**config.mk**
```make
export PLATFORM = sky130hd
export DESIGN_NAME = fp_flag_ctrl_flat
export DESIGN_NICKNAME = d
export VERILOG_FILES = /design/src/rtl/fp_flag_if.sv /design/src/rtl/fp_flag_ctrl.sv /design/src/flat_wrapper.sv
export SDC_FILE = /design/constraint.sdc
export NUM_CORES = 1
export LEC_CHECK = 0
export CAP_MARGIN = 15
export CORE_AREA = 2 2 63 65
export CTS_CLUSTER_SIZE = 24
export DETAILED_ROUTE_END_ITERATION = 6
export DIE_AREA = 0 0 65 67
export PLACE_DENSITY_LB_ADDON = 0.1
export SETUP_SLACK_MARGIN = 0.15
export SLEW_MARGIN = 20
export SYNTH_ARGS = -nofsm -noshare
export SYNTH_HDL_FRONTEND = slang
export SYNTH_SLANG_ARGS = --single-unit
export TNS_END_PERCENT = 50
```
**constraint.sdc**
```tcl
create_clock -name clk -period 1.6 [get_ports clk]
set_input_delay 0.16 -clock clk [delete_from_list [all_inputs] [get_ports clk]]
set_output_delay 0.16 -clock clk [all_outputs]
set_load 0.05 [all_outputs]
```
**src/rtl/fp_flag_if.sv**
```systemverilog
// Handshake/status bundle between the FIR multiplier datapath and the FP flag controller.
interface fp_flag_if #(
  parameter int WFLAG   = 5,
  parameter int OPCNT_W = 16
);
  logic               in_valid;
  logic [WFLAG-1:0]   in_flags;
  logic               in_ready;
  logic [WFLAG-1:0]   trap_mask;
  logic               trap;
  logic [WFLAG-1:0]   trap_cause;
  logic               trap_ack;
  logic               clr_req;
  logic [WFLAG-1:0]   clr_mask;
  logic               clr_ack;
  logic [WFLAG-1:0]   sticky;
  logic [OPCNT_W-1:0] op_count;

  modport master (
    output in_valid, in_flags, trap_mask, trap_ack, clr_req, clr_mask,
    input  in_ready, trap, trap_cause, clr_ack, sticky, op_count
  );

  modport slave (
    input  in_valid, in_flags, trap_mask, trap_ack, clr_req, clr_mask,
    output in_ready, trap, trap_cause, clr_ack, sticky, op_count
  );
endinterface

```
**src/rtl/fp_flag_ctrl.sv**
```systemverilog
// IEEE exception-flag sticky/trap/clear sequencer for the FIR multiplier datapath.
// Define FP_FLAG_CNT_EN to add per-flag saturating event counters (flag_cnt port).
module fp_flag_ctrl #(
  parameter int WFLAG   = 5,
  parameter int OPCNT_W = 16,
  parameter int CNT_W   = 8
) (
  input  logic clk,
  input  logic rst_n,
  fp_flag_if.slave bus
`ifdef FP_FLAG_CNT_EN
  ,
  output logic [WFLAG*CNT_W-1:0] flag_cnt
`endif
);

  typedef enum logic [1:0] {RUN, TRAP, CLR} state_e;

  state_e             state_q, state_d;
  logic [WFLAG-1:0]   sticky_q, sticky_d;
  logic [WFLAG-1:0]   cause_q, cause_d;
  logic [WFLAG-1:0]   clr_mask_q, clr_mask_d;
  logic [OPCNT_W-1:0] op_count_q, op_count_d;
  logic               xfer;

  // in_ready is a pure state decode, so acceptance never depends combinationally on inputs
  assign xfer = bus.in_valid && (state_q == RUN);

  always_comb begin
    state_d    = state_q;
    sticky_d   = sticky_q;
    cause_d    = cause_q;
    clr_mask_d = clr_mask_q;
    op_count_d = op_count_q;
    case (state_q)
      RUN: begin
        if (xfer) begin
          sticky_d   = sticky_q | bus.in_flags;
          op_count_d = op_count_q + 1'b1;
        end
        // a trapping transfer drops any same-cycle clear; the requester retries
        if (xfer && |(bus.in_flags & bus.trap_mask)) begin
          state_d = TRAP;
          cause_d = bus.in_flags & bus.trap_mask;
        end else if (bus.clr_req) begin
          state_d    = CLR;
          clr_mask_d = bus.clr_mask;
        end
      end
      TRAP: begin
        if (bus.trap_ack) begin
          state_d = RUN;
          cause_d = '0;
        end
      end
      CLR: begin
        sticky_d = sticky_q & ~clr_mask_q;
        state_d  = RUN;
      end
      default: state_d = RUN;
    endcase
  end

  always_ff @(posedge clk or negedge rst_n) begin
    if (!rst_n) begin
      state_q    <= RUN;
      sticky_q   <= '0;
      cause_q    <= '0;
      clr_mask_q <= '0;
      op_count_q <= '0;
    end else begin
      state_q    <= state_d;
      sticky_q   <= sticky_d;
      cause_q    <= cause_d;
      clr_mask_q <= clr_mask_d;
      op_count_q <= op_count_d;
    end
  end

  assign bus.in_ready   = (state_q == RUN);
  assign bus.trap       = (state_q == TRAP);
  assign bus.clr_ack    = (state_q == CLR);
  assign bus.trap_cause = cause_q;
  assign bus.sticky     = sticky_q;
  assign bus.op_count   = op_count_q;

`ifdef FP_FLAG_CNT_EN
  for (genvar i = 0; i < WFLAG; i++) begin : g_cnt
    logic [CNT_W-1:0] cnt_q, cnt_d;

    always_comb begin
      cnt_d = cnt_q;
      if (state_q == CLR && clr_mask_q[i])
        cnt_d = '0;
      else if (xfer && bus.in_flags[i] && (cnt_q != {CNT_W{1'b1}}))
        cnt_d = cnt_q + 1'b1;
    end

    always_ff @(posedge clk or negedge rst_n) begin
      if (!rst_n) cnt_q <= '0;
      else        cnt_q <= cnt_d;
    end

    assign flag_cnt[i*CNT_W +: CNT_W] = cnt_q;
  end
`endif

endmodule

```
**src/flat_wrapper.sv**
```systemverilog
// flat-port wrapper written by rule: the top's interface ports become plain ports
module fp_flag_ctrl_flat 
#(
  parameter int WFLAG   = 5,
  parameter int OPCNT_W = 16,
  parameter int CNT_W   = 8
)
  (clk, rst_n, bus_in_valid, bus_in_flags, bus_trap_mask, bus_trap_ack, bus_clr_req, bus_clr_mask, bus_in_ready, bus_trap, bus_trap_cause, bus_clr_ack, bus_sticky, bus_op_count);
  fp_flag_if #(.WFLAG(WFLAG), .OPCNT_W(OPCNT_W)) bus_i ();
  input  logic clk;
  input  logic rst_n;
  input wire logic [$bits(bus_i.in_valid)-1:0] bus_in_valid;
  input wire logic [$bits(bus_i.in_flags)-1:0] bus_in_flags;
  input wire logic [$bits(bus_i.trap_mask)-1:0] bus_trap_mask;
  input wire logic [$bits(bus_i.trap_ack)-1:0] bus_trap_ack;
  input wire logic [$bits(bus_i.clr_req)-1:0] bus_clr_req;
  input wire logic [$bits(bus_i.clr_mask)-1:0] bus_clr_mask;
  output wire logic [$bits(bus_i.in_ready)-1:0] bus_in_ready;
  output wire logic [$bits(bus_i.trap)-1:0] bus_trap;
  output wire logic [$bits(bus_i.trap_cause)-1:0] bus_trap_cause;
  output wire logic [$bits(bus_i.clr_ack)-1:0] bus_clr_ack;
  output wire logic [$bits(bus_i.sticky)-1:0] bus_sticky;
  output wire logic [$bits(bus_i.op_count)-1:0] bus_op_count;
  assign bus_i.in_valid = bus_in_valid;
  assign bus_i.in_flags = bus_in_flags;
  assign bus_i.trap_mask = bus_trap_mask;
  assign bus_i.trap_ack = bus_trap_ack;
  assign bus_i.clr_req = bus_clr_req;
  assign bus_i.clr_mask = bus_clr_mask;
  assign bus_in_ready = bus_i.in_ready;
  assign bus_trap = bus_i.trap;
  assign bus_trap_cause = bus_i.trap_cause;
  assign bus_clr_ack = bus_i.clr_ack;
  assign bus_sticky = bus_i.sticky;
  assign bus_op_count = bus_i.op_count;
  fp_flag_ctrl #(.WFLAG(WFLAG), .OPCNT_W(OPCNT_W), .CNT_W(CNT_W)) u_core (.clk(clk), .rst_n(rst_n), .bus(bus_i));
endmodule
```
==> qor.txt <==
YOSYS
--------------------------------------------------------------------------------------
Synthesis-stage register bit count ......................................           33
Ranking of synthesized cells by area .................................... sky130_fd_sc_hd__dfrtp_1, sky130_fd_sc_hd__xnor2_1, sky130_fd_sc_hd__nand2_1
Total of warnings raised by yosys .......................................            0
Largest area contributor in the netlist ................................. sky130_fd_sc_hd__dfrtp_1
Instance count of the mapped netlist ....................................          122
Mapped Nets .............................................................          143
Sequential-to-total area share from yosys stat ..........................       0.5795
Avg Inst Size Synth .....................................................    11.68 µm²
Synthesized cell area ................................................... 0.001425 mm²
Top cell type's share of synthesized area ...............................       0.5795
Distinct cell type count of the synthesized netlist .....................           26

CLOCK TREE
--------------------------------------------------------------------------------------
Clock slew at the register clock pins of the worst setup and hold paths .      0.07 ns
Count of clock tree sinks ...............................................           33
TritonCTS clock tree ....................................................         done
Clk buf depth ...........................................................            2
Number of buffers inserted during clock tree synthesis ..................            5
Depth of the CTS H-tree .................................................            2
Clock root cell ......................................................... sky130_fd_sc_hd__clkbuf_8
Worst skew pair latency .................................................      0.28 ns

TIMING
--------------------------------------------------------------------------------------
Unrepaired setup endpoints after global routing .........................          yes
Final cycle utilization of the critical path ............................       0.9373
Final worst path period need ............................................     1.500 ns
Relative max-transition margin ..........................................       0.7193
Least setup slack across all paths after layout .........................    0.1004 ns
Hold violation count in the final report ................................            0
Final Max Slew Viols ....................................................            0
Clock Skew ..............................................................  0.006300 ns
Final setup viols .......................................................            0
Peak Freq ...............................................................    666.8 MHz
Worst-margin pin slew ...................................................    0.4211 ns

LAYOUT
--------------------------------------------------------------------------------------
Share of layout cells above drive strength 1 ............................       0.4063
Diodes inserted .........................................................            0
Total Nets Final ........................................................          212
Final Instance Count excl. Fillers ......................................          240
Layout area overhead ....................................................       53.20%

ROUTE
--------------------------------------------------------------------------------------
Length of the first detailed-routing pass in iterations .................            4
Mean number of vias per cell ............................................        4.858
DRC violations left .....................................................            0
DR WL/cell ..............................................................     12.85 µm
Antenna violation net count after detailed routing ......................            0
Iteration-0 DRC count of the detailed router ............................           66
Total via count after detailed routing ..................................         1166
Routed wire length ......................................................      3084 µm

FLOORPLAN
--------------------------------------------------------------------------------------
IO Pins .................................................................           49
Die area ................................................................ 0.004355 mm²
Floorplan row count .....................................................           22
Height of the chip ......................................................        67 µm
Horiz. Die Dim ..........................................................        65 µm
CORE AREA ............................................................... 0.003606 mm²
Initial Util ............................................................       0.3952

SETUP PATH
--------------------------------------------------------------------------------------
Critical path peak fanout ...............................................            6
Crit Path Category ...................................................... flop to flop
Worst EP required .......................................................      1.77 ns
Register-to-Register Setup Slack ........................................      0.10 ns
Endpoint arrival time on the critical path ..............................      1.67 ns
Critical path endpoint category .........................................         flop
Type of element launching the critical path .............................         flop

GRT
--------------------------------------------------------------------------------------
Remaining global-route overflow .........................................            0
Antenna violations before repair ........................................            0
Met2 routing resource usage after global routing ........................       0.2874
Via count of the first global-routing pass ..............................         1217
Total routing resource utilization after global routing .................       0.1714
Global routing usage on met1 ............................................       0.2039
Global-route wire length before repair ..................................      5630 µm
Met3 GRT Util ...........................................................      0.05743
Most used routing layer in global routing ...............................         met2
Largest net degree at the start of global routing .......................           34

RUN STATUS
--------------------------------------------------------------------------------------
Run status .............................................................. finished, final reports clean

PLACE
--------------------------------------------------------------------------------------
Placed Instances ........................................................          229
GPL Wtd Cong ............................................................       0.7188
Count of input and output buffers .......................................           48
Pre-CTS worst setup slack ...............................................   -0.1582 ns
Final HPWL DP ...........................................................      2368 µm

PWR
--------------------------------------------------------------------------------------
Relative contribution of the clock network to total power ...............        0.230
Pwr per Cell Area .......................................................  1595 mW/mm²
Static leakage ..........................................................     1.022 nW
Peak supply drop ........................................................    0.8611 mV
Internal ................................................................     2.118 mW
Relative contribution of combinational cells to total power .............        0.416
Switching power .........................................................     1.366 mW
Net switching share of the total power ..................................       0.3921
Share of power burned in registers ......................................        0.354

FLOW RUN
--------------------------------------------------------------------------------------
Count of max-cap constraint violations ..................................            0

WORST HOLD PATH
--------------------------------------------------------------------------------------
Hold crit path type ..................................................... input pin to async pin

## final timing paths
| check | endpoint | start | cells after the start |
|---|---|---|---|
| setup / recovery | u_core.clr_mask_q[2]$_DFFE_PN0P_ | u_core.state_q[1]$_DFFE_PN0P_ | 5 |
| hold / removal | u_core.bus.op_count[6]$_DFFE_PN0P_ | rst_n | 2 |
| setup reg to reg | u_core.clr_mask_q[2]$_DFFE_PN0P_ | u_core.state_q[1]$_DFFE_PN0P_ | 5 |
| hold reg to reg | u_core.bus.op_count[15]$_DFFE_PN0P_ | u_core.bus.op_count[15]$_DFFE_PN0P_ | 1 |
| max in group asynchronous | u_core.bus.op_count[1]$_DFFE_PN0P_ | rst_n | 2 |
| min in group clk | u_core.bus.op_count[15]$_DFFE_PN0P_ | u_core.bus.op_count[15]$_DFFE_PN0P_ | 1 |
## layer usage
metal / wire, µm / vias to the layer above
met4: 50 / 0
li1: - / 558
met3: 202 / 7
met5: 0 / -
met2: 1523 / 34
met1: 1307 / 567
## power groups by stage
stage | clock network, mW | logic, mW | registers [mW]
after floorplan | 0 | 0.393 | 1.77
after global placement | 0 | 1.43 | 1.24
after detailed placement | 0 | 1.44 | 1.25
after CTS | 0.824 | 1.46 | 1.24
after global routing | 0.867 | 1.53 | 1.27
final | 0.802 | 1.45 | 1.23
## kinds of logic (layout without fill, tap and decap cells)
| logic type | count (synthesis) | after routing | synth area share |
|---|---|---|---|
| adder cells (fa/ha/maj) | 1 | 1 | 0.008778 |
| AND/OR/NAND/NOR | 49 | 49 | 0.1853 |
| XOR/XNOR | 15 | 15 | 0.09218 |
| multiplexers | 5 | 5 | 0.03951 |
| flip-flops | 33 | 33 | 0.5795 |
| buffers and inverters | 6 | 76 | 0.01844 |
| AO/OA/AOI/OAI | 13 | 13 | 0.07638 |
## placed cells by master (no fill, tap or decap)
master                            instances
sky130_fd_sc_hd__o21ai_0                  1
sky130_fd_sc_hd__nor3b_4                  1
sky130_fd_sc_hd__dfrtp_1                 27
sky130_fd_sc_hd__or2_4                    1
sky130_fd_sc_hd__bufinv_16                1
sky130_fd_sc_hd__clkbuf_1                 1
sky130_fd_sc_hd__a21oi_4                  1
sky130_fd_sc_hd__nand2_1                 21
sky130_fd_sc_hd__nand3_1                  4
sky130_fd_sc_hd__nor2b_1                  1
sky130_fd_sc_hd__nand2_2                  1
sky130_fd_sc_hd__nand4_1                  6
sky130_fd_sc_hd__dfrtp_2                  6
sky130_fd_sc_hd__ha_1                     1
sky130_fd_sc_hd__and2b_2                  1
sky130_fd_sc_hd__nor2_1                   3
sky130_fd_sc_hd__clkdlybuf4s50_1         19
sky130_fd_sc_hd__a22o_1                   5
sky130_fd_sc_hd__a22oi_1                  1
sky130_fd_sc_hd__a31o_2                   5
sky130_fd_sc_hd__and2_1                   1
sky130_fd_sc_hd__inv_1                    2
sky130_fd_sc_hd__clkbuf_8                 6
sky130_fd_sc_hd__and3_1                   1
sky130_fd_sc_hd__xnor2_1                 11
sky130_fd_sc_hd__mux2_2                   5
sky130_fd_sc_hd__buf_4                   43
sky130_fd_sc_hd__clkinvlp_4               1
sky130_fd_sc_hd__nor4_4                   1
sky130_fd_sc_hd__buf_12                   3
sky130_fd_sc_hd__or2_2                    1
sky130_fd_sc_hd__xor2_1                   4
sky130_fd_sc_hd__and3_2                   1
sky130_fd_sc_hd__nor3_1                   5
## through the flow
step | cell area [µm²] | setup TNS (ns) | hold WS [ns] | power, mW | util
2_1_floorplan | 1450 | -0.2156 | -0.1356 | 2.160 | -
3_3_place_gp | 2042 | -0.9133 | 0.4638 | 2.677 | 0.5663
3_5_place_dp | 2042 | -1.112 | 0.4676 | 2.692 | 0.5663
4_1_cts | 2175 | 0 | 0.2945 | 3.526 | 0.6031
5_1_grt | 2183 | 0 | 0.3143 | 3.668 | 0.6055
6_report | 2183 | 0 | 0.2806 | 3.483 | 0.6055
## worst max-delay path: stages, from the launching register on
cell and delay (ns):
sky130_fd_sc_hd__dfrtp_1 0.38, sky130_fd_sc_hd__or2_4 0.28, sky130_fd_sc_hd__clkinvlp_4 0.08, sky130_fd_sc_hd__nand2_2 0.07, sky130_fd_sc_hd__a21oi_4 0.21, sky130_fd_sc_hd__mux2_2 0.36
## cell type report
type                            instances  area [µm²]
Clock inverter                          1       30.03
Timing Repair Buffer                   65       573.1
Clock buffer                            7       86.33
Inverter                                3       15.01
Sequential cell                        33       833.3
Multi-Input combinational cell         83       585.6
Fill cell                             321        1423
Tap cell                               48       60.06
## cell usage after synthesis
master / count
sky130_fd_sc_hd__a21oi_2: 1
sky130_fd_sc_hd__and2b_1: 1
sky130_fd_sc_hd__or2_4: 1
sky130_fd_sc_hd__buf_4: 1
sky130_fd_sc_hd__nor2b_1: 1
sky130_fd_sc_hd__nor3b_4: 1
sky130_fd_sc_hd__clkbuf_1: 2
sky130_fd_sc_hd__dfrtp_1: 33
sky130_fd_sc_hd__a22oi_1: 1
sky130_fd_sc_hd__nor3_1: 5
sky130_fd_sc_hd__nand4_1: 6
sky130_fd_sc_hd__nand2_1: 22
sky130_fd_sc_hd__xor2_1: 4
sky130_fd_sc_hd__ha_1: 1
sky130_fd_sc_hd__xnor2_1: 11
sky130_fd_sc_hd__a31o_2: 5
sky130_fd_sc_hd__nand3_1: 4
sky130_fd_sc_hd__and2_1: 1
sky130_fd_sc_hd__and3_1: 2
sky130_fd_sc_hd__nor4_4: 1
sky130_fd_sc_hd__nor2_1: 3
sky130_fd_sc_hd__inv_1: 3
sky130_fd_sc_hd__o21ai_0: 1
sky130_fd_sc_hd__mux2_2: 5
sky130_fd_sc_hd__or2_2: 1
sky130_fd_sc_hd__a22o_1: 5
## what timing repair did
item,CTS,global route
buffers inserted,2,1
hold buffers,0,0
pin swaps,0,1
gates resized for setup,1,1
endpoints found under the setup margin,15,22
## sequential cells by signal, summed over array words and instances (netlist names)
signal                 cells
u_core.bus.op_count       16
u_core.bus.sticky          5
u_core.bus.trap_cause      5
u_core.clr_mask_q          5
u_core.state_q             2
No activity file was read; power rests on OpenSTA's default activity.
